===== src/rtl/pcs_rx_pkg.sv =====
// pcs_rx_pkg: shared constants for the 100BASE-X receive PCS.
//   5B code-groups (leftmost bit is received first), the J/K start-of-stream
//   delimiter, fixed nibbles driven on the MII, and FSM state encodings.
package pcs_rx_pkg;
  localparam logic [4:0] CODE_J = 5'b11000;
  localparam logic [4:0] CODE_K = 5'b10001;
  localparam logic [4:0] CODE_T = 5'b01101;
  localparam logic [4:0] CODE_R = 5'b00111;
  localparam logic [4:0] CODE_I = 5'b11111;

  // Window image of /J/K/ with W[9] the oldest bit.
  localparam logic [9:0] SSD_JK = {CODE_J, CODE_K};

  localparam logic [3:0] PREAMBLE      = 4'b0101;
  localparam logic [3:0] FALSE_CARRIER = 4'b1110;

  localparam logic [2:0] ST_IDLE      = 3'd0;
  localparam logic [2:0] ST_SSD       = 3'd1;
  localparam logic [2:0] ST_RECEIVE   = 3'd2;
  localparam logic [2:0] ST_END_T     = 3'd3;
  localparam logic [2:0] ST_WAIT_IDLE = 3'd4;
endpackage


===== src/rtl/pcs_rx_if.sv =====
// pcs_rx_if: bundles the descrambler-side input and the MII-side output of
// the receive PCS.
//   descrambled[1:0]       bits from the descrambler, [1] older
//   descrambled_valid[1:0] 0 none, 1 bit [1] only, 2 both bits
//   locked                 descrambler lock
//   rx_ce/rxd/rx_dv/rx_er  MII strobe, nibble, data valid, error
//   crs                    carrier sense level
//   false_carrier          one-cycle pulse on a bad SSD
// slave is the PCS side, master the stream source / MII sink side.
interface pcs_rx_if;
  logic [1:0] descrambled;
  logic [1:0] descrambled_valid;
  logic       locked;
  logic       rx_ce;
  logic [3:0] rxd;
  logic       rx_dv;
  logic       rx_er;
  logic       crs;
  logic       false_carrier;

  modport master (
    output descrambled, descrambled_valid, locked,
    input  rx_ce, rxd, rx_dv, rx_er, crs, false_carrier
  );

  modport slave (
    input  descrambled, descrambled_valid, locked,
    output rx_ce, rxd, rx_dv, rx_er, crs, false_carrier
  );
endinterface


===== src/rtl/pcs_rx_5b4b_decode.sv =====
// pcs_rx_5b4b_decode: combinational 5B -> 4B code-group decoder.
//   code    in  5  code-group, leftmost bit received first
//   nibble  out 4  decoded data nibble (0 for non-data codes)
//   is_data out 1  code is one of the 16 data code-groups
//   is_t    out 1  code is /T/
//   is_r    out 1  code is /R/
//   is_i    out 1  code is /I/
module pcs_rx_5b4b_decode
  import pcs_rx_pkg::*;
(
  input  logic [4:0] code,
  output logic [3:0] nibble,
  output logic       is_data,
  output logic       is_t,
  output logic       is_r,
  output logic       is_i
);

  always_comb begin
    is_data = 1'b1;
    nibble  = 4'h0;
    case (code)
      5'b11110: nibble = 4'h0;
      5'b01001: nibble = 4'h1;
      5'b10100: nibble = 4'h2;
      5'b10101: nibble = 4'h3;
      5'b01010: nibble = 4'h4;
      5'b01011: nibble = 4'h5;
      5'b01110: nibble = 4'h6;
      5'b01111: nibble = 4'h7;
      5'b10010: nibble = 4'h8;
      5'b10011: nibble = 4'h9;
      5'b10110: nibble = 4'hA;
      5'b10111: nibble = 4'hB;
      5'b11010: nibble = 4'hC;
      5'b11011: nibble = 4'hD;
      5'b11100: nibble = 4'hE;
      5'b11101: nibble = 4'hF;
      default:  is_data = 1'b0;
    endcase
  end

  assign is_t = (code == CODE_T);
  assign is_r = (code == CODE_R);
  assign is_i = (code == CODE_I);

endmodule


===== src/rtl/pcs_rx.sv =====
// pcs_rx: 100BASE-X receive PCS downstream of the descrambler.
//   clk  in  system clock, rising edge
//   rst  in  synchronous active-high reset
//   bus  pcs_rx_if.slave: descrambled bit pairs in, MII nibbles/crs/false
//        carrier out. All outputs are registered.
// Up to two bits are consumed per clk, [1] first. Bits shift into a 10-bit
// window; carrier starts on the first 0 in IDLE, the window is then compared
// against /J/K/ seven bits later, and 5-bit groups are decoded after that.
module pcs_rx
  import pcs_rx_pkg::*;
(
  input  logic     clk,
  input  logic     rst,
  pcs_rx_if.slave  bus
);

  logic [2:0] state, st_n;
  logic [9:0] w, w_n;
  logic [2:0] grp_cnt, gc_n;
  logic [3:0] ones_cnt, oc_n;
  logic [2:0] ssd_cnt, sc_n;
  logic       pend, pend_n;
  logic       ce_n, dv_n, er_n, fc_n;
  logic [3:0] rxd_n;
  logic       bv, bit_in;

  // At most one group completes per clk: either on bit [1] (grp_cnt=4) or on
  // bit [0] (grp_cnt=3 with two bits), so one decoder on a pre-selected code
  // is enough.
  logic [4:0] code_sel;
  logic [3:0] nib;
  logic       is_data, is_t, is_r, is_i;

  assign code_sel = (grp_cnt == 3'd4) ? {w[3:0], bus.descrambled[1]}
                                      : {w[2:0], bus.descrambled};

  pcs_rx_5b4b_decode u_dec (
    .code    (code_sel),
    .nibble  (nib),
    .is_data (is_data),
    .is_t    (is_t),
    .is_r    (is_r),
    .is_i    (is_i)
  );

  always_comb begin
    st_n   = state;
    w_n    = w;
    gc_n   = grp_cnt;
    oc_n   = ones_cnt;
    sc_n   = ssd_cnt;
    pend_n = 1'b0;
    ce_n   = 1'b0;
    rxd_n  = 4'h0;
    dv_n   = 1'b0;
    er_n   = 1'b0;
    fc_n   = 1'b0;
    bv     = 1'b0;
    bit_in = 1'b0;
    if (!bus.locked) begin
      // Losing lock mid-frame must be visible on the MII as an error.
      if (state == ST_RECEIVE || state == ST_END_T) begin
        ce_n = 1'b1;
        dv_n = 1'b1;
        er_n = 1'b1;
      end
      st_n = ST_IDLE;
      gc_n = 3'd0;
      oc_n = 4'd0;
      sc_n = 3'd0;
    end else begin
      if (pend) begin
        ce_n  = 1'b1;
        dv_n  = 1'b1;
        rxd_n = PREAMBLE;
      end
      for (int i = 0; i < 2; i++) begin
        bv     = (i == 0) ? (bus.descrambled_valid != 2'd0) : bus.descrambled_valid[1];
        bit_in = (i == 0) ? bus.descrambled[1] : bus.descrambled[0];
        if (bv) begin
          w_n = {w_n[8:0], bit_in};
          case (st_n)
            ST_IDLE: begin
              if (!bit_in) begin
                st_n = ST_SSD;
                sc_n = 3'd0;
              end
            end
            ST_SSD: begin
              if (sc_n == 3'd6) begin
                if (w_n == SSD_JK) begin
                  st_n   = ST_RECEIVE;
                  gc_n   = 3'd0;
                  pend_n = 1'b1;
                  ce_n   = 1'b1;
                  dv_n   = 1'b1;
                  rxd_n  = PREAMBLE;
                end else begin
                  st_n  = ST_WAIT_IDLE;
                  oc_n  = 4'd0;
                  ce_n  = 1'b1;
                  er_n  = 1'b1;
                  rxd_n = FALSE_CARRIER;
                  fc_n  = 1'b1;
                end
              end else begin
                sc_n = sc_n + 3'd1;
              end
            end
            ST_RECEIVE, ST_END_T: begin
              if (gc_n == 3'd4) begin
                gc_n = 3'd0;
                ce_n = 1'b1;
                if (st_n == ST_RECEIVE) begin
                  if (is_data) begin
                    dv_n  = 1'b1;
                    rxd_n = nib;
                  end else if (is_t) begin
                    ce_n = 1'b0;
                    st_n = ST_END_T;
                  end else if (is_i) begin
                    dv_n = 1'b1;
                    er_n = 1'b1;
                    st_n = ST_WAIT_IDLE;
                    oc_n = 4'd0;
                  end else begin
                    dv_n = 1'b1;
                    er_n = 1'b1;
                  end
                end else if (is_r) begin
                  st_n = ST_IDLE;
                end else begin
                  dv_n = 1'b1;
                  er_n = 1'b1;
                  st_n = ST_WAIT_IDLE;
                  oc_n = 4'd0;
                end
              end else begin
                gc_n = gc_n + 3'd1;
              end
            end
            ST_WAIT_IDLE: begin
              if (!bit_in)             oc_n = 4'd0;
              else if (oc_n == 4'd9) begin
                st_n = ST_IDLE;
                oc_n = 4'd0;
              end else                 oc_n = oc_n + 4'd1;
            end
            default: st_n = ST_IDLE;
          endcase
        end
      end
    end
  end

  always_ff @(posedge clk) begin
    if (rst) begin
      state             <= ST_IDLE;
      w                 <= 10'd0;
      grp_cnt           <= 3'd0;
      ones_cnt          <= 4'd0;
      ssd_cnt           <= 3'd0;
      pend              <= 1'b0;
      bus.rx_ce         <= 1'b0;
      bus.rxd           <= 4'h0;
      bus.rx_dv         <= 1'b0;
      bus.rx_er         <= 1'b0;
      bus.crs           <= 1'b0;
      bus.false_carrier <= 1'b0;
    end else begin
      state             <= st_n;
      w                 <= w_n;
      grp_cnt           <= gc_n;
      ones_cnt          <= oc_n;
      ssd_cnt           <= sc_n;
      pend              <= pend_n;
      bus.rx_ce         <= ce_n;
      bus.rxd           <= rxd_n;
      bus.rx_dv         <= dv_n;
      bus.rx_er         <= er_n;
      bus.crs           <= (st_n != ST_IDLE);
      bus.false_carrier <= fc_n;
    end
  end

endmodule

===== src/flat_wrapper.sv =====
// flat-port wrapper written by rule: the top's interface ports become plain ports
module pcs_rx_flat import pcs_rx_pkg::*;
  (clk, rst, bus_descrambled, bus_descrambled_valid, bus_locked, bus_rx_ce, bus_rxd, bus_rx_dv, bus_rx_er, bus_crs, bus_false_carrier);
  pcs_rx_if bus_i ();
  input  logic clk;
  input  logic rst;
  input wire logic [$bits(bus_i.descrambled)-1:0] bus_descrambled;
  input wire logic [$bits(bus_i.descrambled_valid)-1:0] bus_descrambled_valid;
  input wire logic [$bits(bus_i.locked)-1:0] bus_locked;
  output wire logic [$bits(bus_i.rx_ce)-1:0] bus_rx_ce;
  output wire logic [$bits(bus_i.rxd)-1:0] bus_rxd;
  output wire logic [$bits(bus_i.rx_dv)-1:0] bus_rx_dv;
  output wire logic [$bits(bus_i.rx_er)-1:0] bus_rx_er;
  output wire logic [$bits(bus_i.crs)-1:0] bus_crs;
  output wire logic [$bits(bus_i.false_carrier)-1:0] bus_false_carrier;
  assign bus_i.descrambled = bus_descrambled;
  assign bus_i.descrambled_valid = bus_descrambled_valid;
  assign bus_i.locked = bus_locked;
  assign bus_rx_ce = bus_i.rx_ce;
  assign bus_rxd = bus_i.rxd;
  assign bus_rx_dv = bus_i.rx_dv;
  assign bus_rx_er = bus_i.rx_er;
  assign bus_crs = bus_i.crs;
  assign bus_false_carrier = bus_i.false_carrier;
  pcs_rx u_core (.clk(clk), .rst(rst), .bus(bus_i));
endmodule

===== config.mk =====
export PLATFORM = sky130hd
export DESIGN_NAME = pcs_rx_flat
export DESIGN_NICKNAME = d
export VERILOG_FILES = /design/src/rtl/pcs_rx_pkg.sv /design/src/rtl/pcs_rx_if.sv /design/src/rtl/pcs_rx_5b4b_decode.sv /design/src/rtl/pcs_rx.sv /design/src/flat_wrapper.sv
export SDC_FILE = /design/constraint.sdc
export NUM_CORES = 1
export LEC_CHECK = 0
export BUFFER_PORTS_ARGS = -buffer_cell sky130_fd_sc_hd__buf_2
export CORE_ASPECT_RATIO = 0.75
export CORE_MARGIN = 1
export CORE_UTILIZATION = 60
export DETAILED_ROUTE_END_ITERATION = 7
export PLACE_DENSITY = 0.78
export SYNTH_ARGS = -nofsm -noshare
export SYNTH_HDL_FRONTEND = slang
export SYNTH_SLANG_ARGS = --single-unit

===== constraint.sdc =====
create_clock -name clk -period 4.3 [get_ports clk]
set_clock_uncertainty 0.1 [all_clocks]
set_input_delay 0.43 -clock clk [delete_from_list [all_inputs] [get_ports clk]]
set_output_delay 0.43 -clock clk [all_outputs]
set_load 0.01 [all_outputs]

==> metrics.txt <==
Remaining DRCs 0; Die W 84.7 um; register area share after synthesis 20.8%; Initial Util 62.7%; syn_nets 450; # hold bufs at CTS 0; CP max-delay cell nor4b_1; placed cell areas 3160 um^2; Arr. time, crit path 3870 ps; Logic pwr share 21.0%; Synth area leaders dfxtp_1, nor2_1, ha_1; Final setup viols 0; Max Slew Vio Count 0; layout cells sized above 1 9.95%; vias 3520; largest net degree at the start of global routing 26; Primary FF master, synth dfxtp_1; Overall Power 0.000734 W; CP Cell Sequence nor4b_1 > a41oi_1 > o2111ai_1 > a21oi_1 > inv_1 > ha_1 > nand2_1 > nor4b_1 > a2111oi_0 > a2111oi_0 > o2111ai_1; Setup TNS 0 ps; slew at the pin closest to its max-slew limit 997 ps; Clock Tree Buf Depth 2; total leakage power 1.19 nW; DR WL/cell 20.2 um; Max-slew headroom 33.1%; CTS tree yes; Int Power 0.000475 W; DR pass1 iterations 8; IO Pins 16; Synth top area share 20.8%; part of the power in registers 44.8%; Buf+Inv Stages, Crit Path 1; Min Hold Slack 379 ps; biggest cell delay along the critical path 560 ps; Placer Congestion 0.996; Mapped Area 3070 um^2; DR iter-0 viols 545; Post-synth EDFFs 0; n_diodes 0; Root Buffer clkbuf_8; Global Route Usage Sum 37.9%; clock group share of total power 34.2%; FF+latch count, synth 32; nets 450; DRT antenna net count 0; vias in the first global route 3116; Clock Latency Late Sink 300 ps; area grow syn2layout 5.86%; Hold Crit Class input port to flop; Worst-path clk slew 80 ps; Via density 7.15; Num CTS Buffers 5; Yosys cell types 73; CP endpoint kind flop; Critical Path Start Type flop; status complete, no violations; final setup margin 494 ps; RSZ-0062 raised after global routing false; clock sink total 32; Data required, critical path 4360 ps; die extent in y 64.0 um; dpl hpwl 7440 um; final wirelength 9960 um; Max-cap violations 0; min Tclk post-route 3810 ps; syn_area_per_cell 7.13 um^2; Sw Share 35.3%; fmax 0.263 GHz; fin area 3250 um^2; first-pass GRT wire length 15900 um; critical path class flop to flop; Post-CTS Setup Bufs 0; CP top delay family compound AO/OA/AOI/OAI gates; Cell Pwr Density 226 nW/um^2; period utilization 88.5%; Syn Inst Count 431; row count 22; Synth area leader dfxtp_1; Async SR Flop Fraction 0%; total gr overflow 0; Syn. warnings 0; IO Port Bufs 15; Fin. Hold Viols 0; sw power 0.000259 W; worst vdd ir 0.183 mV; H-tree depth 2; antenna violations before repair 0; DIE AREA 5420 um^2; core area 4900 um^2; pre-CTS setup slack 680 ps; post-cts resize count 0; crit path max fanout 14
-- synthesized netlist by cell type (all sizes together) (3+ instances only) --
library cell	number
nand2b	7
a211oi	15
a21oi	20
nand4	3
o32ai	4
nand2	31
nor3	20
a22oi	4
nor4	4
nor3b	3
and3	5
clkbuf	24
o21ai	28
ha	12
nand3b	4
nand4b	3
nand3	16
inv	24
buf	5
dfxtp	32
a31oi	7
or4	4
o31ai	5
o211ai	11
a2111oi	3
a21boi	5
a21bo	3
a22o	11
o2bb2ai	4
or2	4
o22ai	3
and2	4
nor2	51
nor2b	6
o2111ai	5
or3	6
-- layer usage --
layer / up-vias / track usage (%) / part of all wire, %
met5: - / 0 / 0
li1: 1629 / - / -
met3: 34 / 11.0 / 14
met4: 0 / 13.3 / 2.4
met1: 1614 / 54.1 / 44
met2: 243 / 54.0 / 40
-- cell families (layout without fill, tap and decap cells) --
logic type	Yosys count	count (layout)	share of synthesized area [%]
compound gates	150	150	35.8
fa+ha+maj	12	12	4.88
flops	32	32	20.8
mux	2	2	0.692
buf+inv	53	54	6.68
simple gates	182	182	31.1
-- flip-flops by register name (all words and copies together), names as in the netlist --
signal / cells
u_core.ones_cnt: 4
u_core.grp_cnt: 3
u_core.bus.rx_er: 1
u_core.ssd_cnt: 3
u_core.bus.false_carrier: 1
u_core.bus.rx_dv: 1
u_core.pend: 1
u_core.state: 3
u_core.bus.crs: 1
u_core.bus.rxd: 4
u_core.w: 9
u_core.bus.rx_ce: 1
-- power by group through the flow --
stage	logic [W]	registers (W)	clock network [W]
3_5_place_dp	0.000147	0.000334	0
5_1_grt	0.000166	0.000330	0.000265
6_report	0.000154	0.000329	0.000251
3_3_place_gp	0.000146	0.000333	0
2_1_floorplan	0.000116	0.000321	0
4_1_cts	0.000147	0.000327	0.000251
-- metrics by stage --
stage,utilization (%),cells
2_1_floorplan,-,431
3_3_place_gp,64.5,484
3_5_place_dp,64.5,484
4_1_cts,66.4,492
5_1_grt,66.4,492
6_report,66.4,492
-- layout make-up --
cell class,count,area (um^2)
Sequential cell,32,641
Timing Repair Buffer,22,128
Clock inverter,3,23.8
Tap cell,60,75.1
Clock buffer,5,68.8
Inverter,24,90.1
Fill cell,440,1650
Multi-Input combinational cell,346,2230
-- cell usage in the layout, fill, tap and decap left out, types with 4 or more instances in the layout --
| master | count |
|---|---|
| a211oi_1 | 15 |
| dfxtp_1 | 32 |
| a21oi_1 | 20 |
| buf_2 | 15 |
| a31oi_1 | 7 |
| nor2_1 | 51 |
| clkbuf_8 | 5 |
| o2111ai_1 | 4 |
| inv_1 | 24 |
| nor4_1 | 4 |
| o211ai_1 | 11 |
| buf_4 | 7 |
| a22o_1 | 11 |
| or3_1 | 5 |
| o32ai_1 | 4 |
| a21boi_0 | 4 |
| o31ai_1 | 5 |
| and2_1 | 4 |
| o21ai_0 | 26 |
| nand2_1 | 31 |
| o2bb2ai_1 | 4 |
| nor3_1 | 19 |
| nand2b_1 | 7 |
| ha_1 | 12 |
| nand3b_1 | 4 |
| nand3_1 | 16 |
| and3_1 | 5 |
| nor2b_1 | 6 |
-- worst reg2reg max path: cells and delay by family (launching register included) --
| family | cells | cell delay (ps) |
|---|---|---|
| AO/OA/AOI/OAI | 6 | 1840 |
| adder cells (fa/ha/maj) | 1 | 200 |
| buffers and inverters | 1 | 120 |
| flip-flops | 1 | 490 |
| AND/OR/NAND/NOR | 3 | 930 |
-- final timing paths --
kind	from	to	slack [ps]	depth (start not counted)
setup / recovery	u_core.w[1]	u_core.bus.crs	490	11
hold / removal	rst	u_core.w[7]	380	2
setup reg to reg	u_core.w[1]	u_core.bus.crs	490	11
hold reg to reg	u_core.w[7]	u_core.w[7]	450	2
Power figures use the tool's default switching activity.
